## src/rtl/alu_mdu.sv

```systemverilog
// RV32 execute unit: registered base ALU plus iterative M-extension (shift-add mul, restoring div).
// Latency: base ops 1 cycle, fully pipelined; M ops XLEN+1 cycles, independent of data.
// Backpressure: ready_o drops while an M op iterates; valid_i is ignored until it returns.
module alu_mdu #(
    parameter int  XLEN = 32,
    localparam int SHW  = $clog2(XLEN)
) (
    input  logic            clk_i,
    input  logic            rst_i,
    input  logic            valid_i,
    output logic            ready_o,
    input  logic [4:0]      funct_i,
    input  logic [XLEN-1:0] rs1_i,
    input  logic [XLEN-1:0] rs2_i,
    output logic            valid_o,
    output logic [XLEN-1:0] rd_o
);

    typedef enum logic [1:0] {
        S_IDLE,
        S_MUL,
        S_DIV
    } state_t;

    state_t              state_q, state_d;
    logic [SHW-1:0]      cnt_q;
    logic [2*XLEN-1:0]   acc_q, acc_d;
    logic [XLEN-1:0]     opm_q;
    logic [2:0]          f3_q;
    logic                sa_q, sb_q, div_zero_q;

    logic                accept, base_go, m_go, last;
    logic [2:0]          f3_in;
    logic                sa_in, sb_in;
    logic [XLEN-1:0]     a_mag, b_mag;
    logic [SHW-1:0]      shamt;
    logic [XLEN-1:0]     alu_res, m_res;

    assign ready_o = (state_q == S_IDLE);
    assign accept  = valid_i && ready_o;
    assign base_go = accept && !funct_i[4];
    assign m_go    = accept && funct_i[4];
    assign last    = (cnt_q == SHW'(XLEN - 1));
    assign shamt   = rs2_i[SHW-1:0];

    always_ff @(posedge clk_i) begin
        if (rst_i) begin
            state_q <= S_IDLE;
        end else begin
            state_q <= state_d;
        end
    end

    always_comb begin
        state_d = state_q;
        case (state_q)
            S_IDLE:       if (m_go) state_d = funct_i[2] ? S_DIV : S_MUL;
            S_MUL, S_DIV: if (last) state_d = S_IDLE;
            default:      state_d = S_IDLE;
        endcase
    end

    always_comb begin
        alu_res = '0;
        case (funct_i[3:0])
            4'b0000: alu_res = rs1_i + rs2_i;
            4'b1000: alu_res = rs1_i - rs2_i;
            4'b0001: alu_res = rs1_i << shamt;
            4'b0101: alu_res = rs1_i >> shamt;
            4'b1101: alu_res = $signed(rs1_i) >>> shamt;
            4'b0010: alu_res = {{(XLEN-1){1'b0}}, ($signed(rs1_i) < $signed(rs2_i))};
            4'b0011: alu_res = {{(XLEN-1){1'b0}}, (rs1_i < rs2_i)};
            4'b0100: alu_res = rs1_i ^ rs2_i;
            4'b0110: alu_res = rs1_i | rs2_i;
            4'b0111: alu_res = rs1_i & rs2_i;
            default: alu_res = '0;
        endcase
    end

    // Datapath iterates on magnitudes; signs are restored on the final step.
    assign f3_in = funct_i[2:0];
    assign sa_in = rs1_i[XLEN-1] && (f3_in == 3'b001 || f3_in == 3'b010 ||
                                     f3_in == 3'b100 || f3_in == 3'b110);
    assign sb_in = rs2_i[XLEN-1] && (f3_in == 3'b001 || f3_in == 3'b100 || f3_in == 3'b110);
    assign a_mag = sa_in ? -rs1_i : rs1_i;
    assign b_mag = sb_in ? -rs2_i : rs2_i;

    logic [XLEN:0]   mul_sum;
    logic [XLEN:0]   div_shift;
    logic            div_ge;
    logic [XLEN-1:0] div_rem;
    logic [XLEN-1:0] q_res, r_res, neg_hi;

    always_comb begin
        mul_sum   = {1'b0, acc_q[2*XLEN-1:XLEN]} + (acc_q[0] ? {1'b0, opm_q} : '0);
        div_shift = {acc_q[2*XLEN-1:XLEN], acc_q[XLEN-1]};
        div_ge    = (div_shift >= {1'b0, opm_q});
        div_rem   = div_ge ? (div_shift[XLEN-1:0] - opm_q) : div_shift[XLEN-1:0];
        if (state_q == S_DIV) begin
            acc_d = {div_rem, acc_q[XLEN-2:0], div_ge};
        end else begin
            acc_d = {mul_sum, acc_q[XLEN-1:1]};
        end
    end

    // High half of the negated product: ~hi plus the carry out of negating lo.
    assign neg_hi = ~acc_d[2*XLEN-1:XLEN] + {{(XLEN-1){1'b0}}, (acc_d[XLEN-1:0] == '0)};
    assign q_res  = acc_d[XLEN-1:0];
    assign r_res  = acc_d[2*XLEN-1:XLEN];

    always_comb begin
        m_res = '0;
        case (f3_q)
            3'b000:                 m_res = q_res;
            3'b001, 3'b010, 3'b011: m_res = (sa_q ^ sb_q) ? neg_hi : r_res;
            3'b100:                 m_res = div_zero_q ? '1 : ((sa_q ^ sb_q) ? -q_res : q_res);
            3'b101:                 m_res = div_zero_q ? '1 : q_res;
            3'b110:                 m_res = sa_q ? -r_res : r_res;
            3'b111:                 m_res = r_res;
            default:                m_res = '0;
        endcase
    end

    always_ff @(posedge clk_i) begin
        if (rst_i) begin
            cnt_q      <= '0;
            acc_q      <= '0;
            opm_q      <= '0;
            f3_q       <= '0;
            sa_q       <= 1'b0;
            sb_q       <= 1'b0;
            div_zero_q <= 1'b0;
            valid_o    <= 1'b0;
            rd_o       <= '0;
        end else begin
            valid_o <= 1'b0;
            case (state_q)
                S_IDLE: begin
                    if (base_go) begin
                        rd_o    <= alu_res;
                        valid_o <= 1'b1;
                    end else if (m_go) begin
                        f3_q       <= f3_in;
                        sa_q       <= sa_in;
                        sb_q       <= sb_in;
                        div_zero_q <= (rs2_i == '0);
                        cnt_q      <= '0;
                        acc_q      <= {{XLEN{1'b0}}, (funct_i[2] ? a_mag : b_mag)};
                        opm_q      <= funct_i[2] ? b_mag : a_mag;
                    end
                end
                default: begin
                    acc_q <= acc_d;
                    cnt_q <= cnt_q + SHW'(1);
                    if (last) begin
                        rd_o    <= m_res;
                        valid_o <= 1'b1;
                    end
                end
            endcase
        end
    end

endmodule

```

## config.mk

```make
export PLATFORM = sky130hd
export DESIGN_NAME = alu_mdu
export DESIGN_NICKNAME = d
export VERILOG_FILES = /design/src/rtl/alu_mdu.sv
export SDC_FILE = /design/constraint.sdc
export NUM_CORES = 1
export LEC_CHECK = 0
export BUFFER_PORTS_ARGS = -buffer_cell sky130_fd_sc_hd__buf_2
export CORE_MARGIN = 1
export CORE_UTILIZATION = 45
export CTS_CLUSTER_DIAMETER = 150
export DETAILED_ROUTE_END_ITERATION = 7
export PLACE_DENSITY = 0.71
export SLEW_MARGIN = 25
export SYNTH_ARGS = -nofsm -noshare
export SYNTH_HDL_FRONTEND = slang
export SYNTH_SLANG_ARGS = --single-unit
```

## constraint.sdc

```tcl
create_clock -name clk_i -period 5.96 [get_ports clk_i]
set_clock_uncertainty 0.1 [all_clocks]
set_input_delay 1.192 -clock clk_i [delete_from_list [all_inputs] [get_ports clk_i]]
set_output_delay 1.192 -clock clk_i [all_outputs]
set_load 0.005 [all_outputs]
```

==> results of run 1 <==
## area by class of cell
| class | instances | share of cell area |
|---|---|---|
| well taps | 696 | 0.0322 |
| multi-input cells | 3087 | 0.751 |
| clock inverters | 11 | 0.00315 |
| flip-flops and latches | 142 | 0.105 |
| clock buffers | 21 | 0.0174 |
| inverters | 149 | 0.0207 |
| diodes | 5 | 0.000463 |
| repair buffers | 284 | 0.0699 |
## path summary, 6_finish.rpt
check                    startpoint                endpoint  slack, ps  cells past startpoint
max           opm_q[4]$_SDFFE_PP0P_   rd_o[27]$_SDFFE_PP0P_        270                     22
min          opm_q[12]$_SDFFE_PP0P_  opm_q[12]$_SDFFE_PP0P_        370                      2
max reg2reg   opm_q[4]$_SDFFE_PP0P_   rd_o[27]$_SDFFE_PP0P_        270                     22
min reg2reg  opm_q[12]$_SDFFE_PP0P_  opm_q[12]$_SDFFE_PP0P_        370                      2
## synthesized netlist by cell type, drive strengths merged (19+ instances only)
master / n / area, um^2
a22oi: 39 / 293
o211ai: 81 / 637
xor2: 43 / 377
dfxtp: 142 / 2840
mux2i: 101 / 1010
nand2: 366 / 1380
clkbuf: 222 / 835
nand2b: 35 / 219
a21o: 46 / 345
o31ai: 36 / 280
ha: 171 / 2140
a211oi: 105 / 801
o21bai: 19 / 143
a221oi: 20 / 181
o21a: 28 / 211
nor3: 77 / 390
xnor2: 121 / 1060
a31oi: 69 / 432
nand3: 76 / 380
nor2b: 19 / 119
and2: 56 / 350
nand4: 35 / 234
a21oi: 334 / 1680
inv: 146 / 548
nor2: 459 / 1740
and3: 26 / 168
nor4: 31 / 215
o22ai: 29 / 181
o221ai: 22 / 199
mux4: 34 / 766
a311oi: 29 / 278
or3: 32 / 200
o21ai: 310 / 1560
buf: 71 / 354
mux2: 29 / 327
## state kept, by name (all words and copies together), names as in the netlist
name / count
sa_q: 1
cnt_q: 5
opm_q: 32
div_zero_q: 1
f3_q: 3
state_q: 2
rd_o: 32
acc_q: 64
valid_o: 1
sb_q: 1
## layer usage
metal / track usage / up-vias
met4: 0.279 / 2
li1: - / 13500
met5: 0 / -
met1: 0.490 / 13700
met2: 0.625 / 1913
met3: 0.0813 / 457
## power by group through the flow
stage | clock (uW) | combinational [uW] | sequential (uW)
final | 1040 | 2650 | 1080
after global routing | 1070 | 2810 | 1080
after CTS | 1040 | 2540 | 1070
after detailed placement | 0 | 2530 | 1090
after global placement | 0 | 2530 | 1090
after floorplan | 0 | 1680 | 1060
## critical path: cells and delay by family (launching register included)
| family | cells | cell delay [ps] |
|---|---|---|
| flip-flops | 1 | 350 |
| XOR/XNOR | 1 | 160 |
| adder cells (fa/ha/maj) | 3 | 780 |
| buffers and inverters | 1 | 50 |
| AND/OR/NAND/NOR | 11 | 2800 |
| AO/OA/AOI/OAI | 6 | 1330 |
## per-stage QoR
step	setup TNS [ps]	setup WS (ps)
2_1_floorplan	0	258
4_1_cts	0	29.5
3_3_place_gp	0	211
6_report	0	274
5_1_grt	0	10.4
3_5_place_dp	-8.05	-8.05
## cells by family after synthesis
| logic type | Yosys count |
|---|---|
| AND/OR/NAND/NOR | 1285 |
| multiplexers | 164 |
| flip-flops | 142 |
| XOR/XNOR | 164 |
| adder cells (fa/ha/maj) | 175 |
| AO/OA/AOI/OAI | 1299 |
| buffers and inverters | 442 |
## timing repair
item                       CTS  global route
setup endpoints to repair    1            16
gates cloned                 0             0
buffers inserted             0             0
gates resized for setup      1             7
pin swaps                    0             1
==> Implementation_results.wiki, run 1 <==
{| class="wikitable"
! Metric !! Value
|-
| Status || complete, but fails checks
|-
| Violations in the final reports || DRC
|-
| Number of buffers created by CTS || 17
|-
| Final period demand of the worst path || 5690 ps
|-
| Number of failing setup endpoints in the final timing report || 0
|-
| Metal3 WL || 12000 um
|-
| Wire length on met1 || 44600 um
|-
| DRC errors left || 4
|-
| Global-route wire length before repair || 171000 um
|-
| Pwr dens || 176 nW/um^2
|-
| Share of total power in combinational logic || 0.556
|-
| TritonCTS clock tree || done
|-
| CP endpoint kind || register
|-
| Main combinational cell family by area after synthesis || compound AO/OA/AOI/OAI gates
|-
| Internal power component || 2470 uW
|-
| PnR Total Power || 4770 uW
|-
| Endpoints failing hold || 0
|-
| Area growth, synth to finish || 8.99%
|-
| Core footprint || 54100 um^2
|-
| Final antenna-violating net count || 0
|-
| Max-slew violation count || 0
|-
| Multi-input logic area || 20300 um^2
|-
| Last weighted congestion value of the routability-driven placer || 1.07
|-
| Source-to-sink clock delay at the later pin of the worst-skew pair || 460 ps
|-
| Top library cells by usage in the layout, fill and taps aside || 456 x sky130_fd_sc_hd__nor2_1, 365 x sky130_fd_sc_hd__nand2_1, 331 x sky130_fd_sc_hd__a21oi_1, 302 x sky130_fd_sc_hd__o21ai_0, 181 x sky130_fd_sc_hd__buf_4
|-
| Syn_area_per_cell || 6.76 um^2
|-
| Switching power as a share of total power || 0.481
|-
| Delay contributed by the slowest stage of the critical path || 500 ps
|-
| Dominant register cell in the synthesized netlist || sky130_fd_sc_hd__dfxtp_1
|-
| Max-capacitance violation count || 0
|-
| Arithmetic-cell share of the synthesized area counting full adders, half adders and majority gates || 0.0895
|-
| Avg WL per Cell || 26.3 um
|-
| Asr flop ratio synth || 0
|-
| Sequential cell area fraction in the yosys report || 0.115
|-
| Crit-path cells || inv_1, ha_1, and3_1, nor3b_1, and4_1, a211o_1, nor3_4, o21bai_1, ha_1, and2_1, and3_1, nand2_1, nor3_2, ha_1, or3b_2, o311ai_2, nand3b_1, or4_4, o41ai_4, xnor2_1, o221ai_1, a22o_1
|-
| Max transition margin || 0.239
|-
| Leakage || 0.0109 uW
|-
| Class of the most critical hold timing path || reg2reg
|-
| Detail Route met2 WL || 49700 um
|-
| Crit Path Max Fanout || 6
|-
| Standard cell area after detailed placement || 26400 um^2
|-
| Number of nets in the finished design || 3928
|-
| Maximum buffer depth of the clock tree || 2
|-
| Cell Area, Synth || 24800 um^2
|-
| Data required time at the worst endpoint || 6210 ps
|-
| Max rail drop VDD || 0.214 mV
|-
| Placed wire-length estimate after detailed placement || 89600 um
|-
| Power share of the clock group || 0.219
|-
| Net switching power || 2290 uW
|-
| Total global-route track usage || 0.399
|-
| Final core utilization || 0.500
|-
| Yosys synthesis warning count || 0
|-
| Setup repair after global routing missed its margin || false
|-
| Vias in the first global route || 27300
|-
| Proportion of power drawn by flip-flops and latches || 0.226
|-
| Die H || 237 um
|-
| Clock root cell || sky130_fd_sc_hd__clkbuf_16
|-
| Pin count of the biggest net entering global routing || 72
|-
| Achievable Freq || 176 MHz
|-
| Number of standard cells in the final layout excluding fillers || 4395
|-
| Multiplexer share of the synthesized area || 0.0849
|-
| Period utilization || 0.954
|-
| I/O pin cnt || 106
|-
| DRC violation total after the first TritonRoute iteration || 4241
|-
| Vias || 29600
|-
| GRT overflow || 0
|-
| Xor-xnor portion of the synthesized cell area || 0.0579
|-
| Number of synthesized flops with an enable pin || 0
|-
| Clock sinks || 142
|-
| Actual transition at the worst max-transition pin || 1130 ps
|-
| DIE AREA || 56100 um^2
|-
| Reg area || 2840 um^2
|-
| Number of filler cells placed in the layout || 5646
|-
| Number of H-tree levels || 4
|-
| Number of nets produced by synthesis || 3918
|-
| Worst slack on hold paths || 367 ps
|-
| Inst Count DP || 4358
|-
| Number of rows created at floorplan || 85
|-
| Sum of routed wire length over all layers || 116000 um
|-
| Highest signal layer in the routed design || met5
|-
| First-pass iteration count of the detailed router || 8
|-
| Critical path's slowest cell || sky130_fd_sc_hd__or4_4
|-
| Number of buffers added on ports || 105
|-
| Syn Inst Count || 3671
|-
| Share of cells above drive strength 1 || 0.123
|-
| Horizontal die dimension || 237 um
|-
| Clock-pin slew reported for the worst setup and hold paths after clock tree synthesis || 60 ps
|-
| Area fraction in compound gates after synthesis || 0.342
|-
| Startpoint types || register
|-
| CP arrival || 5940 ps
|-
| Area share of and/or/nand/nor cells after synthesis || 0.241
|-
| Most common cell after layout, fill and taps aside || sky130_fd_sc_hd__nor2_1
|-
| Post-synthesis register bit count || 142
|-
| Cell repeated most along the worst path || sky130_fd_sc_hd__ha_1
|-
| CTS hold repair buffers || 0
|-
| Final instance area || 27000 um^2
|-
| Number of antenna violations at the first check in global routing || 4
|-
| Critical path type || reg2reg
|-
| Via-per-instance ratio || 6.74
|-
| Initial core utilization || 0.458
|-
| Yosys cell types || 114
|}
No activity file was read; power rests on OpenSTA's default activity.
==> inputs of run 2 (changes only) <==
--- a/config.mk
+++ b/config.mk
@@ -11,6 +11,7 @@
 export CTS_CLUSTER_DIAMETER = 150
 export DETAILED_ROUTE_END_ITERATION = 7
 export PLACE_DENSITY = 0.71
+export REMOVE_ABC_BUFFERS = 1
 export SLEW_MARGIN = 25
 export SYNTH_ARGS = -nofsm -noshare
 export SYNTH_HDL_FRONTEND = slang
==> run 2 against run 1 <==
Net effect:
- the flow now finishes without violations
- first-iteration DRC count is 18% lower
- die area stayed put
- critical path type unchanged
- highest routed layer unchanged
- routed wire length is 4.0% lower
- sequential power barely moved
- design area decreased by 0.31%
- power rose by 0.60%
==> Implementation_results.wiki, run 2 (synthesis results as in run 1) <==
{| class="wikitable"
! Metric !! Value
|-
| Endpoints failing hold || 0
|-
| Number of H-tree levels || 4
|-
| Horizontal die dimension || 237 um
|-
| Source-to-sink clock delay at the later pin of the worst-skew pair || 460 ps
|-
| Setup repair after global routing missed its margin || false
|-
| PnR Total Power || 4800 uW
|-
| GRT overflow || 0
|-
| TritonCTS clock tree || done
|-
| Max-capacitance violation count || 0
|-
| Sum of routed wire length over all layers || 111000 um
|-
| Achievable Freq || 174 MHz
|-
| Last weighted congestion value of the routability-driven placer || 1.06
|-
| Vias || 29400
|-
| I/O pin cnt || 106
|-
| Die H || 237 um
|-
| Flip-flop count of the largest register, all copies and words added || 64
|-
| Most common cell after layout, fill and taps aside || sky130_fd_sc_hd__nor2_1
|-
| Max transition margin || 0.289
|-
| Total global-route track usage || 0.386
|-
| Number of failing setup endpoints in the final timing report || 0
|-
| Clock sinks || 142
|-
| Inst Count DP || 4343
|-
| Global-route wire length before repair || 167000 um
|-
| Max-slew violation count || 0
|-
| Number of standard cells in the final layout excluding fillers || 4376
|-
| Core footprint || 54100 um^2
|-
| Number of nets in the finished design || 3913
|-
| Final period demand of the worst path || 5740 ps
|-
| DRC violation total after the first TritonRoute iteration || 3465
|-
| Share of cells above drive strength 1 || 0.120
|-
| DIE AREA || 56100 um^2
|-
| Via-per-instance ratio || 6.73
|-
| Maximum buffer depth of the clock tree || 2
|-
| Class of the most critical hold timing path || reg2reg
|-
| Most flop-heavy register || acc_q
|-
| Data required time at the worst endpoint || 6170 ps
|-
| First-pass iteration count of the detailed router || 8
|-
| Clock root cell || sky130_fd_sc_hd__clkbuf_16
|-
| CP endpoint kind || register
|-
| Pin count of the biggest net entering global routing || 74
|-
| Biggest regs || acc_q x64, opm_q x32, rd_o x32
|-
| Leakage || 0.0108 uW
|-
| Critical path type || reg2reg
|-
| Final antenna-violating net count || 0
|-
| Vias in the first global route || 27300
|-
| Period utilization || 0.962
|-
| Placed wire-length estimate after detailed placement || 86000 um
|-
| Number of antenna violations at the first check in global routing || 2
|-
| Area growth, synth to finish || 8.65%
|-
| Pwr dens || 178 nW/um^2
|-
| DRC errors left || 0
|-
| Crit Path Max Fanout || 20
|-
| CP arrival || 5950 ps
|-
| Actual transition at the worst max-transition pin || 1060 ps
|-
| Top library cells by usage in the layout, fill and taps aside || 456 x sky130_fd_sc_hd__nor2_1, 365 x sky130_fd_sc_hd__nand2_1, 331 x sky130_fd_sc_hd__a21oi_1, 302 x sky130_fd_sc_hd__o21ai_0, 168 x sky130_fd_sc_hd__ha_1
|-
| Number of filler cells placed in the layout || 5570
|-
| Status || finished, final reports clean
|-
| Max rail drop VDD || 0.159 mV
|-
| Number of buffers created by CTS || 17
|-
| Number of buffers added on ports || 105
|-
| Clock-pin slew reported for the worst setup and hold paths after clock tree synthesis || 70 ps
|-
| Initial core utilization || 0.458
|-
| Avg WL per Cell || 25.4 um
|-
| Number of rows created at floorplan || 85
|-
| Startpoint types || register
|}
==> run 2: cell types whose count changed in the layout (fill, tap and decap cells not counted), moves of 3 or more <==
| cell | before | now |
|---|---|---|
| sky130_fd_sc_hd__buf_4 | 181 | 166 |
| sky130_fd_sc_hd__clkinv_4 | 5 | 0 |
| sky130_fd_sc_hd__inv_6 | 1 | 6 |
| sky130_fd_sc_hd__diode_2 | 5 | 1 |
| sky130_fd_sc_hd__clkbuf_8 | 3 | 0 |
==> run 2: critical path: stages (launching register included) <==
cell and delay, ps:
sky130_fd_sc_hd__dfxtp_1 350, sky130_fd_sc_hd__inv_1 50, sky130_fd_sc_hd__ha_1 340, sky130_fd_sc_hd__buf_4 160
sky130_fd_sc_hd__and4_1 240, sky130_fd_sc_hd__nand3_1 140, sky130_fd_sc_hd__nor4_1 820, sky130_fd_sc_hd__o31a_2 350
sky130_fd_sc_hd__buf_4 320, sky130_fd_sc_hd__nor2_1 90, sky130_fd_sc_hd__buf_4 240, sky130_fd_sc_hd__o21ai_0 180
sky130_fd_sc_hd__mux2i_1 130, sky130_fd_sc_hd__ha_1 260, sky130_fd_sc_hd__nor2b_1 130, sky130_fd_sc_hd__nand4_1 100
sky130_fd_sc_hd__o311ai_1 170, sky130_fd_sc_hd__and4_1 300, sky130_fd_sc_hd__and4bb_2 310, sky130_fd_sc_hd__and2_1 200
sky130_fd_sc_hd__a41o_1 230, sky130_fd_sc_hd__o31ai_1 230, sky130_fd_sc_hd__a311oi_1 130
==> run 2: timing repair <==
| action | 4_1_cts | 5_1_grt |
|---|---|---|
| resized for setup | 1 | 6 |
| setup buffers | 0 | 0 |
| hold buffers | 0 | 0 |
| pin swaps | 0 | 2 |
| endpoints found under the setup margin | 1 | 11 |
==> run 2: area by class of cell <==
cell class                      instances  area (um^2)  share of cell area
Tap cell                              696          871              0.0323
Inverter                              149          559              0.0207
Clock inverter                         14          155             0.00576
Antenna cell                            1         2.50           0.0000928
Sequential cell                       142         2840               0.105
Clock buffer                           18          429              0.0159
Timing Repair Buffer                  269         1780              0.0659
Multi-Input combinational cell       3087        20300               0.754
==> run 2: final timing paths <==
check	startpoint	end	slack, ps	cells after the start
worst max-delay path	opm_q[24]$_SDFFE_PP0P_	rd_o[20]$_SDFFE_PP0P_	220	22
worst min-delay path	opm_q[2]$_SDFFE_PP0P_	opm_q[2]$_SDFFE_PP0P_	360	2
worst max register to register	opm_q[24]$_SDFFE_PP0P_	rd_o[20]$_SDFFE_PP0P_	220	22
worst min register to register	opm_q[2]$_SDFFE_PP0P_	opm_q[2]$_SDFFE_PP0P_	360	2
==> run 2: routing by layer <==
layer / track usage / wire [um]
met1: 0.479 / 42700
met2: 0.621 / 49700
met5: 0 / 12
met3: 0.0617 / 10700
met4: 0.245 / 7950
==> run 2: report_power, final <==
group	total (uW)	internal, uW	switching, uW
Combinational	2600	895	1700
Clock	1130	623	510
Sequential	1070	1010	60.2
Total	4800	2520	2270
==> run 2: metrics by stage <==
step	setup WS, ps	setup TNS [ps]	hold slack (ps)	utilization	cell area, um^2
final	224	0	362	0.498	27000
after global routing	11.4	0	374	0.498	27000
after CTS	149	0	364	0.497	26900
after detailed placement	0.842	0	356	0.486	26300
after global placement	154	0	351	0.486	26300
after floorplan	-2810	-183710	334	-	23600
